==> src/rtl/ram_loader_pkg.sv <==
// Shared types and constants for the RAM loader.
//   loader_state_e  : loader FSM state encoding
//   DefaultSyncByte : default frame start marker
package ram_loader_pkg;

  localparam logic [7:0] DefaultSyncByte = 8'hA5;

  typedef enum logic [2:0] {
    StIdle,
    StAddr,
    StLen,
    StData,
    StCsum,
    StDone,
    StError
  } loader_state_e;

endpackage

==> src/rtl/ram_loader_if.sv <==
// Byte stream valid/ready channel feeding the RAM loader.
//   s_valid : upstream byte valid
//   s_data  : upstream byte
//   s_ready : consumer accepts a byte this cycle
// master = byte source, slave = loader.
interface ram_loader_if;

  logic       s_valid;
  logic [7:0] s_data;
  logic       s_ready;

  modport master (
    output s_valid,
    output s_data,
    input  s_ready
  );

  modport slave (
    input  s_valid,
    input  s_data,
    output s_ready
  );

endinterface

==> src/rtl/ram_loader.sv <==
// Byte-stream loader for the 256-byte RAM write port.
// Accepts frames of SYNC_BYTE, address, length (0 = 256), payload, checksum,
// writes the payload to RAM and reports done (checksum good) or err (bad).
//   clk, rst_n        : clock, synchronous active-low reset
//   s (slave)         : valid/ready byte input
//   ack               : clears done/err and returns to idle
//   ram_we/addr/din   : registered RAM write port, one pulse per payload byte
//   busy, done, err   : registered frame status
module ram_loader
  import ram_loader_pkg::*;
#(
  parameter logic [7:0] SYNC_BYTE = DefaultSyncByte
) (
  input  logic        clk,
  input  logic        rst_n,
  ram_loader_if.slave s,
  input  logic        ack,
  output logic        ram_we,
  output logic [7:0]  ram_addr,
  output logic [7:0]  ram_din,
  output logic        busy,
  output logic        done,
  output logic        err
);

  loader_state_e state_q;
  logic [7:0]    ptr_q;
  logic [8:0]    cnt_q;
  logic [7:0]    sum_q;

  logic       fire;
  logic [7:0] sum_next;

  // Ready is a pure state decode so it never combinationally depends on s_valid.
  assign s.s_ready = (state_q != StDone) && (state_q != StError);
  assign fire      = s.s_valid && s.s_ready;
  assign sum_next  = sum_q + s.s_data;

  always_ff @(posedge clk) begin
    if (!rst_n) begin
      state_q  <= StIdle;
      ptr_q    <= 8'h00;
      cnt_q    <= 9'd0;
      sum_q    <= 8'h00;
      ram_we   <= 1'b0;
      ram_addr <= 8'h00;
      ram_din  <= 8'h00;
      busy     <= 1'b0;
      done     <= 1'b0;
      err      <= 1'b0;
    end else begin
      // Write enable is a single-cycle pulse; address/data hold otherwise.
      ram_we <= 1'b0;
      unique case (state_q)
        StIdle: begin
          if (fire && (s.s_data == SYNC_BYTE)) begin
            state_q <= StAddr;
            sum_q   <= 8'h00;
            busy    <= 1'b1;
          end
        end
        StAddr: begin
          if (fire) begin
            ptr_q   <= s.s_data;
            sum_q   <= sum_next;
            state_q <= StLen;
          end
        end
        StLen: begin
          if (fire) begin
            cnt_q   <= (s.s_data == 8'h00) ? 9'd256 : {1'b0, s.s_data};
            sum_q   <= sum_next;
            state_q <= StData;
          end
        end
        StData: begin
          if (fire) begin
            ram_we   <= 1'b1;
            ram_addr <= ptr_q;
            ram_din  <= s.s_data;
            ptr_q    <= ptr_q + 8'h01;
            cnt_q    <= cnt_q - 9'd1;
            sum_q    <= sum_next;
            if (cnt_q == 9'd1) begin
              state_q <= StCsum;
            end
          end
        end
        StCsum: begin
          if (fire) begin
            sum_q <= sum_next;
            busy  <= 1'b0;
            if (sum_next == 8'h00) begin
              state_q <= StDone;
              done    <= 1'b1;
            end else begin
              state_q <= StError;
              err     <= 1'b1;
            end
          end
        end
        StDone, StError: begin
          if (ack) begin
            state_q <= StIdle;
            done    <= 1'b0;
            err     <= 1'b0;
          end
        end
        default: begin
          state_q <= StIdle;
          busy    <= 1'b0;
          done    <= 1'b0;
          err     <= 1'b0;
        end
      endcase
    end
  end

endmodule

==> src/flat_wrapper.sv <==
// flat-port wrapper written by rule: the top's interface ports become plain ports
module ram_loader_flat import ram_loader_pkg::*;
#(
  parameter logic [7:0] SYNC_BYTE = DefaultSyncByte
)
  (clk, rst_n, ack, ram_we, ram_addr, ram_din, busy, done, err, s_s_valid, s_s_data, s_s_ready);
  ram_loader_if s_i ();
  input  logic clk;
  input  logic rst_n;
  input  logic ack;
  output logic ram_we;
  output logic [7:0] ram_addr;
  output logic [7:0] ram_din;
  output logic busy;
  output logic done;
  output logic err;
  input wire logic [$bits(s_i.s_valid)-1:0] s_s_valid;
  input wire logic [$bits(s_i.s_data)-1:0] s_s_data;
  output wire logic [$bits(s_i.s_ready)-1:0] s_s_ready;
  assign s_i.s_valid = s_s_valid;
  assign s_i.s_data = s_s_data;
  assign s_s_ready = s_i.s_ready;
  ram_loader #(.SYNC_BYTE(SYNC_BYTE)) u_core (.clk(clk), .rst_n(rst_n), .s(s_i), .ack(ack), .ram_we(ram_we), .ram_addr(ram_addr), .ram_din(ram_din), .busy(busy), .done(done), .err(err));
endmodule
==> config.mk <==
export PLATFORM = sky130hd
export DESIGN_NAME = ram_loader_flat
export DESIGN_NICKNAME = d
export VERILOG_FILES = /design/src/rtl/ram_loader_pkg.sv /design/src/rtl/ram_loader_if.sv /design/src/rtl/ram_loader.sv /design/src/flat_wrapper.sv
export SDC_FILE = /design/constraint.sdc
export NUM_CORES = 1
export LEC_CHECK = 0
export CAP_MARGIN = 20
export CORE_ASPECT_RATIO = 0.7
export CORE_UTILIZATION = 60
export CTS_CLUSTER_DIAMETER = 50
export DETAILED_ROUTE_END_ITERATION = 16
export GPL_TIMING_DRIVEN = 0
export PLACE_DENSITY = 0.81
export SLEW_MARGIN = 20
export SYNTH_ARGS = -nofsm -noshare
export SYNTH_HDL_FRONTEND = slang
export SYNTH_SLANG_ARGS = --single-unit
==> constraint.sdc <==
create_clock -name clk -period 4.6 [get_ports clk]
set_input_delay 0.92 -clock clk [delete_from_list [all_inputs] [get_ports clk]]
set_output_delay 0.92 -clock clk [all_outputs]
set_load 0.01 [all_outputs]
==> results.ini, run 1 <==
[logic_synthesis]
ys_top_cells_by_count = nand2_1 (57), dfxtp_1 (48), a21boi_1 (23), a21oi_1 (23), o21ai_1 (19)
async_reset_ff_frac = 0
synth-simple-area-share = 0.249
ys_ff_latch = 48
synth_most_common_cell = nand2_1
synth_top_cell_area_share = 0.347
yosys.area.top_type = dfxtp_1
muxShareOfSynthArea = 0.00768
syn-num-nets = 376
synthXorXnorAreaFrac = 0.0221
synth-edff-count = 0
yosysSeqAreaShare = 0.347
ys.flop_type = dfxtp_1
synth_area_um2 = 2770
netlist_instances = 353
synth-compound-area-share = 0.274
synth_cell_type_count = 49
synth_top_family_by_area = compound AO/OA/AOI/OAI gates
yosys_warnings = 0
avgSynthCellArea_um2 = 7.85
synth_fa_ha_area_frac = 0.0524
yosys-top-cells-area = dfxtp_1 (35%), nand2_1 (7.7%), a21boi_1 (6.2%)

[critical_path]
cpPeakStageDelay_ns = 0.54
crit_type = in -> reg
r2r_end = u_core.state_q[0]
cp-start-kind = input port
cp_top_family = adder cells
crit_required_ns = 4.81
crit_fanout = 6
worstPathCellList = clkdlybuf4s50_1 > ha_1 > fa_1 > and3_1 > o21ai_1 > mux2_2 > nor3_1 > nand3_1 > o41ai_2
crit_path_end_kind = flip-flop
cp_num_buf_inv = 1
reg2reg_depth = 8
cp.arrival_ns = 3.76
timing.rr.start = u_core.sum_q[0]
ff2ff_setup_slack_ns = 1.98
cp_slowest_cell = clkdlybuf4s50_1

[clock_tree]
clockRootBuffer = clkbuf_8
post_cts_buffers = 0
cts_resized = 0
cts.path.max_buffers = 2
hold_buffers = 0
path_clk_slew_ns = 0.09
numClockSinks = 48
htreeDepth = 2
cts_tree = done
numCtsBuffers = 5
clock_latency_ns = 0.30

[timing]
finalHoldViolations = 0
clock.fmax_mhz = 282
setup_tns_ns = 0
worst_slew_pin_slew_ns = 0.840
relSlewSlack = 0.435
fin_skew_ns = 0.00685
slew_viol_final = 0
rsz0062_at_grt = no
finalCriticalPeriod_ns = 3.54
layout_worst_path_cycle_share = 0.770
finalSetupViolations = 0

[floorplanning]
die_h_um = 58.9
coreArea_um2 = 4380
initial_utilization = 0.633
die_width_um = 83.2
die_area_um2 = 4900
num_rows = 20
ios = 33

[worst_hold_path]
hold_class = reg -> reg
hold_depth = 2
hp-start = u_core.ram_din[0]
hold_end = u_core.ram_din[0]

[power]
leakage_nw = 1.23
cellPowerDensity_nw_per_um2 = 384
peakVddDrop_mv = 0.276

[global_routing]
antenna_found_initial = 0
grtUsageTotal = 0.321
grt_max_degree = 15
grt_pass1_vias = 2400
grt_pass1_wl_um = 12200
grt_overflow = 0

[routing]
wirelength_um = 7420
vias = 2711
vias_per_cell = 6.06
wl_per_cell_um = 16.6
first_iter_violations = 224
drc = 0
ant_nets = 0
drtPass1Iterations = 4

[final_layout]
nFillCells = 355
syn_to_final_growth_pct = 17.6
diodes = 0
drive_above_1_share = 0.0459
final_core_util = 0.744
fin_nets = 414

[place]
port-buffer-count = 31
place.gp.congestion = 0.948
hpwl_um = 5480

[outcome]
status = complete, no violations

[run]
drv_cap = 0

## worst max path at each step
stage | from | end | slack, ns | cells after the start
after floorplan | s_s_data[0] | u_core.state_q[0] | 1.78 | 8
after global placement | s_s_data[0] | u_core.state_q[0] | 0.83 | 9
after detailed placement | s_s_data[0] | u_core.state_q[0] | 0.80 | 9
after CTS | s_s_data[0] | u_core.state_q[0] | 1.10 | 9
after global routing | s_s_data[0] | u_core.state_q[0] | 0.86 | 9
final | s_s_data[0] | u_core.state_q[0] | 1.06 | 9
## cell usage in the layout (no fill, tap or decap), types with 5 or more instances in the layout
cell type | synthesis | final
and3_1 | 10 | 10
dfxtp_1 | 48 | 48
nor2_1 | 18 | 18
inv_1 | 10 | 10
clkbuf_1 | 14 | 15
a31oi_1 | 6 | 6
clkdlybuf4s50_1 | 0 | 31
a21oi_1 | 23 | 23
a21boi_1 | 23 | 23
o21ai_0 | 10 | 10
nor2b_1 | 13 | 13
clkbuf_8 | 0 | 5
nand3_1 | 14 | 14
ha_1 | 10 | 10
nand2_1 | 57 | 57
nor3_1 | 11 | 11
o21ai_1 | 19 | 19
xnor2_1 | 5 | 5
## cell families (layout without fill, tap and decap cells)
kind of cell	Yosys count	count (layout)
simple gates	142	142
compound gates	111	111
flops	48	48
buf+inv	32	71
fa+ha+maj	11	11
xor+xnor	7	7
mux	2	2
## worst register-to-register path: stages, from the launching register on
cell and delay (ns):
dfxtp_1 0.33, ha_1 0.21, fa_1 0.42, and3_1 0.19, o21ai_1 0.17, mux2_2 0.37
nor3_1 0.31, nand3_1 0.21, o41ai_2 0.31
## layer usage
layer	up-vias	share of wire	track usage
li1	1336	-	-
met5	-	0	0
met3	21	0.072	0.0561
met2	105	0.42	0.480
met1	1249	0.49	0.467
met4	0	0.021	0.111
## area by class of cell
cell class              instances  area, um2  area share
plain buffers                  21       91.3      0.0280
well taps                      55       68.8      0.0211
clock inverters                 2       35.0      0.0108
inverters                      11       41.3      0.0127
clock buffers                   6       72.6      0.0223
multi-input cells             273       1680       0.515
flip-flops and latches         48        961       0.295
repair buffers                 31        310      0.0953
## power breakdown
group,switching (W),leakage (nW),internal (W)
combinational,0.000285,0.783,0.000179
clock,0.000141,0.0552,0.000161
sequential,0.0000335,0.388,0.000451
## flip-flops by register name, summed over array words and instances (netlist names)
name,count
u_core.cnt_q,9
u_core.ptr_q,8
u_core.ram_addr,8
u_core.ram_din,8
u_core.sum_q,8
u_core.state_q,3
u_core.busy,1
u_core.done,1
u_core.err,1
u_core.ram_we,1
## through the flow
stage | area, um2 | total power, W | setup slack, ns | cells | hold WS, ns
3_5_place_dp | 3150 | 0.000943 | 0.804 | 439 | 0.444
6_report | 3260 | 0.00125 | 1.06 | 447 | 0.455
4_1_cts | 3260 | 0.00124 | 1.10 | 447 | 0.457
5_1_grt | 3260 | 0.00131 | 0.861 | 447 | 0.476
2_1_floorplan | 2770 | 0.000822 | 1.78 | 353 | 0.434
3_3_place_gp | 3150 | 0.000924 | 0.825 | 439 | 0.441
Power figures use the tool's default switching activity.
==> run 2: changes to the inputs <==
--- a/config.mk
+++ b/config.mk
@@ -7,11 +7,11 @@
 export LEC_CHECK = 0
 export CAP_MARGIN = 20
 export CORE_ASPECT_RATIO = 0.7
-export CORE_UTILIZATION = 60
+export CORE_UTILIZATION = 50
 export CTS_CLUSTER_DIAMETER = 50
 export DETAILED_ROUTE_END_ITERATION = 16
 export GPL_TIMING_DRIVEN = 0
-export PLACE_DENSITY = 0.81
+export PLACE_DENSITY = 0.72
 export SLEW_MARGIN = 20
 export SYNTH_ARGS = -nofsm -noshare
 export SYNTH_HDL_FRONTEND = slang
==> constraint.sdc (replaced) <==
create_clock -name clk -period 3.2 [get_ports clk]
set_input_delay 0.64 -clock clk [delete_from_list [all_inputs] [get_ports clk]]
set_output_delay 0.64 -clock clk [all_outputs]
set_load 0.01 [all_outputs]
==> run 2 against run 1 <==
Effect of this change: via count shrank 1.5%; routed wire length down 1.7%; final cell count is 3.8% higher; clock power up 45%; critical path depth is 1 lower; critical path type unchanged; highest routed layer unchanged.
==> results.ini, run 2 (same netlist as run 1, synthesis figures left out) <==
[critical_path]
cp_num_buf_inv = 1  ; unchanged
cp.depth = 8  ; was 9
cp.arrival_ns = 3.24  ; was 3.76 ns
crit_required_ns = 3.41  ; was 4.81 ns
endpoint = u_core.state_q[0]  ; unchanged
reg2reg_depth = 8  ; unchanged
timing.rr.start = u_core.sum_q[0]  ; unchanged
setup.worst_path.start = s_s_data[1]  ; was s_s_data[0]
cp-start-kind = input port  ; unchanged
cpPeakStageDelay_ns = 0.61  ; was 0.54 ns
cp_top_family = buffers and inverters  ; was adder cells
worstPathCellList = clkdlybuf4s50_1 > fa_1 > and3_1 > o21ai_1 > mux2_2 > nor3_2 > nand3_1 > o41ai_2  ; was clkdlybuf4s50_1 > ha_1 > fa_1 > and3_1 > o21ai_1 > mux2_2 > nor3_1 > nand3_1 > o41ai_2
cp_slowest_cell = clkdlybuf4s50_1  ; unchanged
ff2ff_setup_slack_ns = 0.69  ; was 1.98 ns
r2r_end = u_core.state_q[0]  ; unchanged
crit_fanout = 6  ; unchanged
crit_path_end_kind = flip-flop  ; unchanged
crit_type = in -> reg  ; unchanged

[clock_tree]
cts.path.max_buffers = 2  ; unchanged
numCtsBuffers = 5  ; unchanged
numClockSinks = 48  ; unchanged
hold_buffers = 0  ; unchanged
cts_tree = done  ; unchanged
clockRootBuffer = clkbuf_8  ; unchanged
post_cts_buffers = 0  ; unchanged
clock_latency_ns = 0.31  ; was 0.30 ns
htreeDepth = 2  ; unchanged
path_clk_slew_ns = 0.09  ; about the same

[global_routing]
grt_max_degree = 16  ; was 15
grt_pass1_wl_um = 12100  ; was 12200 um
grtUsageTotal = 0.267  ; was 0.321
grt_pass1_vias = 2351  ; was 2400
antenna_found_initial = 0  ; unchanged
grt_overflow = 0  ; unchanged

[routing]
vias = 2669  ; was 2711
wirelength_um = 7290  ; was 7420 um
drc = 0  ; unchanged
first_iter_violations = 213  ; was 224
drtPass1Iterations = 4  ; unchanged
ant_nets = 0  ; unchanged
wl_per_cell_um = 15.7  ; was 16.6 um
vias_per_cell = 5.75  ; was 6.06

[worst_hold_path]
hold_class = reg -> reg  ; unchanged

[final_layout]
fin_nets = 414  ; unchanged
syn_to_final_growth_pct = 18.7  ; was 17.6%
regMostFlops = u_core.cnt_q  ; unchanged
diodes = 0  ; unchanged
largest_reg_flops = 9  ; unchanged
nFillCells = 496  ; was 355
layout_common_cells = nand2_1 (57), dfxtp_1 (48), clkdlybuf4s50_1 (30), a21oi_1 (23), a21boi_1 (23)  ; was nand2_1 (57), dfxtp_1 (48), clkdlybuf4s50_1 (31), a21oi_1 (23), a21boi_1 (23)
final_common_cell = nand2_1  ; unchanged
drive_above_1_share = 0.0510  ; was 0.0459

[timing]
setup_tns_ns = 0  ; unchanged
slew_viol_final = 0  ; unchanged
hold-worst-slack_ns = 0.456  ; was 0.455 ns
finalHoldViolations = 0  ; unchanged
relSlewSlack = 0.394  ; was 0.435
worst_slew_pin_slew_ns = 0.900  ; was 0.840 ns
finalCriticalPeriod_ns = 3.03
rsz0062_at_grt = no  ; unchanged
clock.fmax_mhz = 330
fin_skew_ns = 0.0118  ; was 0.00685 ns
layout_worst_path_cycle_share = 0.947
finalSetupViolations = 0  ; unchanged

[power]
peakVddDrop_mv = 0.268  ; was 0.276 mV
leakage_nw = 1.24  ; was 1.23 nW
cellPowerDensity_nw_per_um2 = 543  ; was 384 nW/um2

[floorplanning]
coreArea_um2 = 5290  ; was 4380 um2
num_rows = 22  ; was 20
die_h_um = 64.3  ; was 58.9 um
initial_utilization = 0.524  ; was 0.633
ios = 33  ; unchanged
die_area_um2 = 5850  ; was 4900 um2
die_width_um = 91.0  ; was 83.2 um

[place]
hpwl_um = 5430  ; was 5480 um
port-buffer-count = 31  ; unchanged
place.gp.congestion = 0.926  ; was 0.948

[run]
drv_cap = 0  ; unchanged

[outcome]
status = complete, no violations  ; unchanged

-- run 2: cell types whose count changed in the layout (fill, tap and decap cells not counted) --
| cell | before | now |
|---|---|---|
| clkbuf_1 | 15 | 14 |
| clkdlybuf4s50_1 | 31 | 30 |
| clkinvlp_4 | 0 | 1 |
| dlymetal6s2s_1 | 0 | 1 |
| nor3_1 | 11 | 10 |
| nor3_2 | 0 | 1 |
-- run 2: metrics by stage --
step	cells	utilization	power [W]	cell area (um2)	setup WS (ns)
2_1_floorplan	353	-	0.00118	2770	0.662
5_1_grt	464	0.622	0.00189	3290	0.0646
4_1_cts	464	0.622	0.00179	3290	0.0456
6_report	464	0.622	0.00179	3290	0.169
3_3_place_gp	456	0.600	0.00133	3170	-0.313
3_5_place_dp	456	0.600	0.00135	3170	-0.335
-- run 2: how the worst min path moves through the flow --
stage,start,endpoint,depth (start not counted)
6_report,u_core.ram_din[7],u_core.ram_din[7],2
5_1_grt,u_core.ram_din[7],u_core.ram_din[7],2
4_1_cts,u_core.ram_din[7],u_core.ram_din[7],2
3_5_place_dp,u_core.ram_din[3],u_core.ram_din[3],2
3_3_place_gp,u_core.ram_din[3],u_core.ram_din[3],2
2_1_floorplan,u_core.sum_q[0],u_core.sum_q[0],2
-- run 2: where the power goes --
group	internal (W)	switching (W)
Sequential	0.000649	0.0000476
Combinational	0.000257	0.000396
Clock	0.000231	0.000207
Total	0.00114	0.000651
-- run 2: what timing repair did --
action	in CTS	in global routing
gates resized for setup	1	1
cloned	0	0
setup endpoints to repair	1	1
-- run 2: metal layers --
layer | share of wire | vias to the layer above | track usage | wire length, um
li1 | - | 1329 | - | -
met2 | 0.41 | 86 | 0.385 | 2980
met5 | 0 | - | 0 | 0
met1 | 0.51 | 1249 | 0.401 | 3740
met4 | 0.0064 | 0 | 0.0595 | 47
met3 | 0.072 | 5 | 0.0560 | 524
-- run 2: final cells by class --
cell class | count | area [um2] | share of cell area
Multi-Input combinational cell | 273 | 1680 | 0.511
Sequential cell | 48 | 961 | 0.292
Inverter | 11 | 41.3 | 0.0126
Clock inverter | 3 | 42.5 | 0.0129
Clock buffer | 5 | 68.8 | 0.0209
Timing Repair Buffer | 31 | 313 | 0.0951
Tap cell | 72 | 90.1 | 0.0274
Buffer | 21 | 91.3 | 0.0278
-- run 2: worst reg2reg max path, delay by kind of cell (launching register included) --
kind / cells / cell delay (ns)
flops: 1 / 0.33
compound gates: 2 / 0.47
simple gates: 3 / 0.59
fa+ha+maj: 2 / 0.65
mux: 1 / 0.37
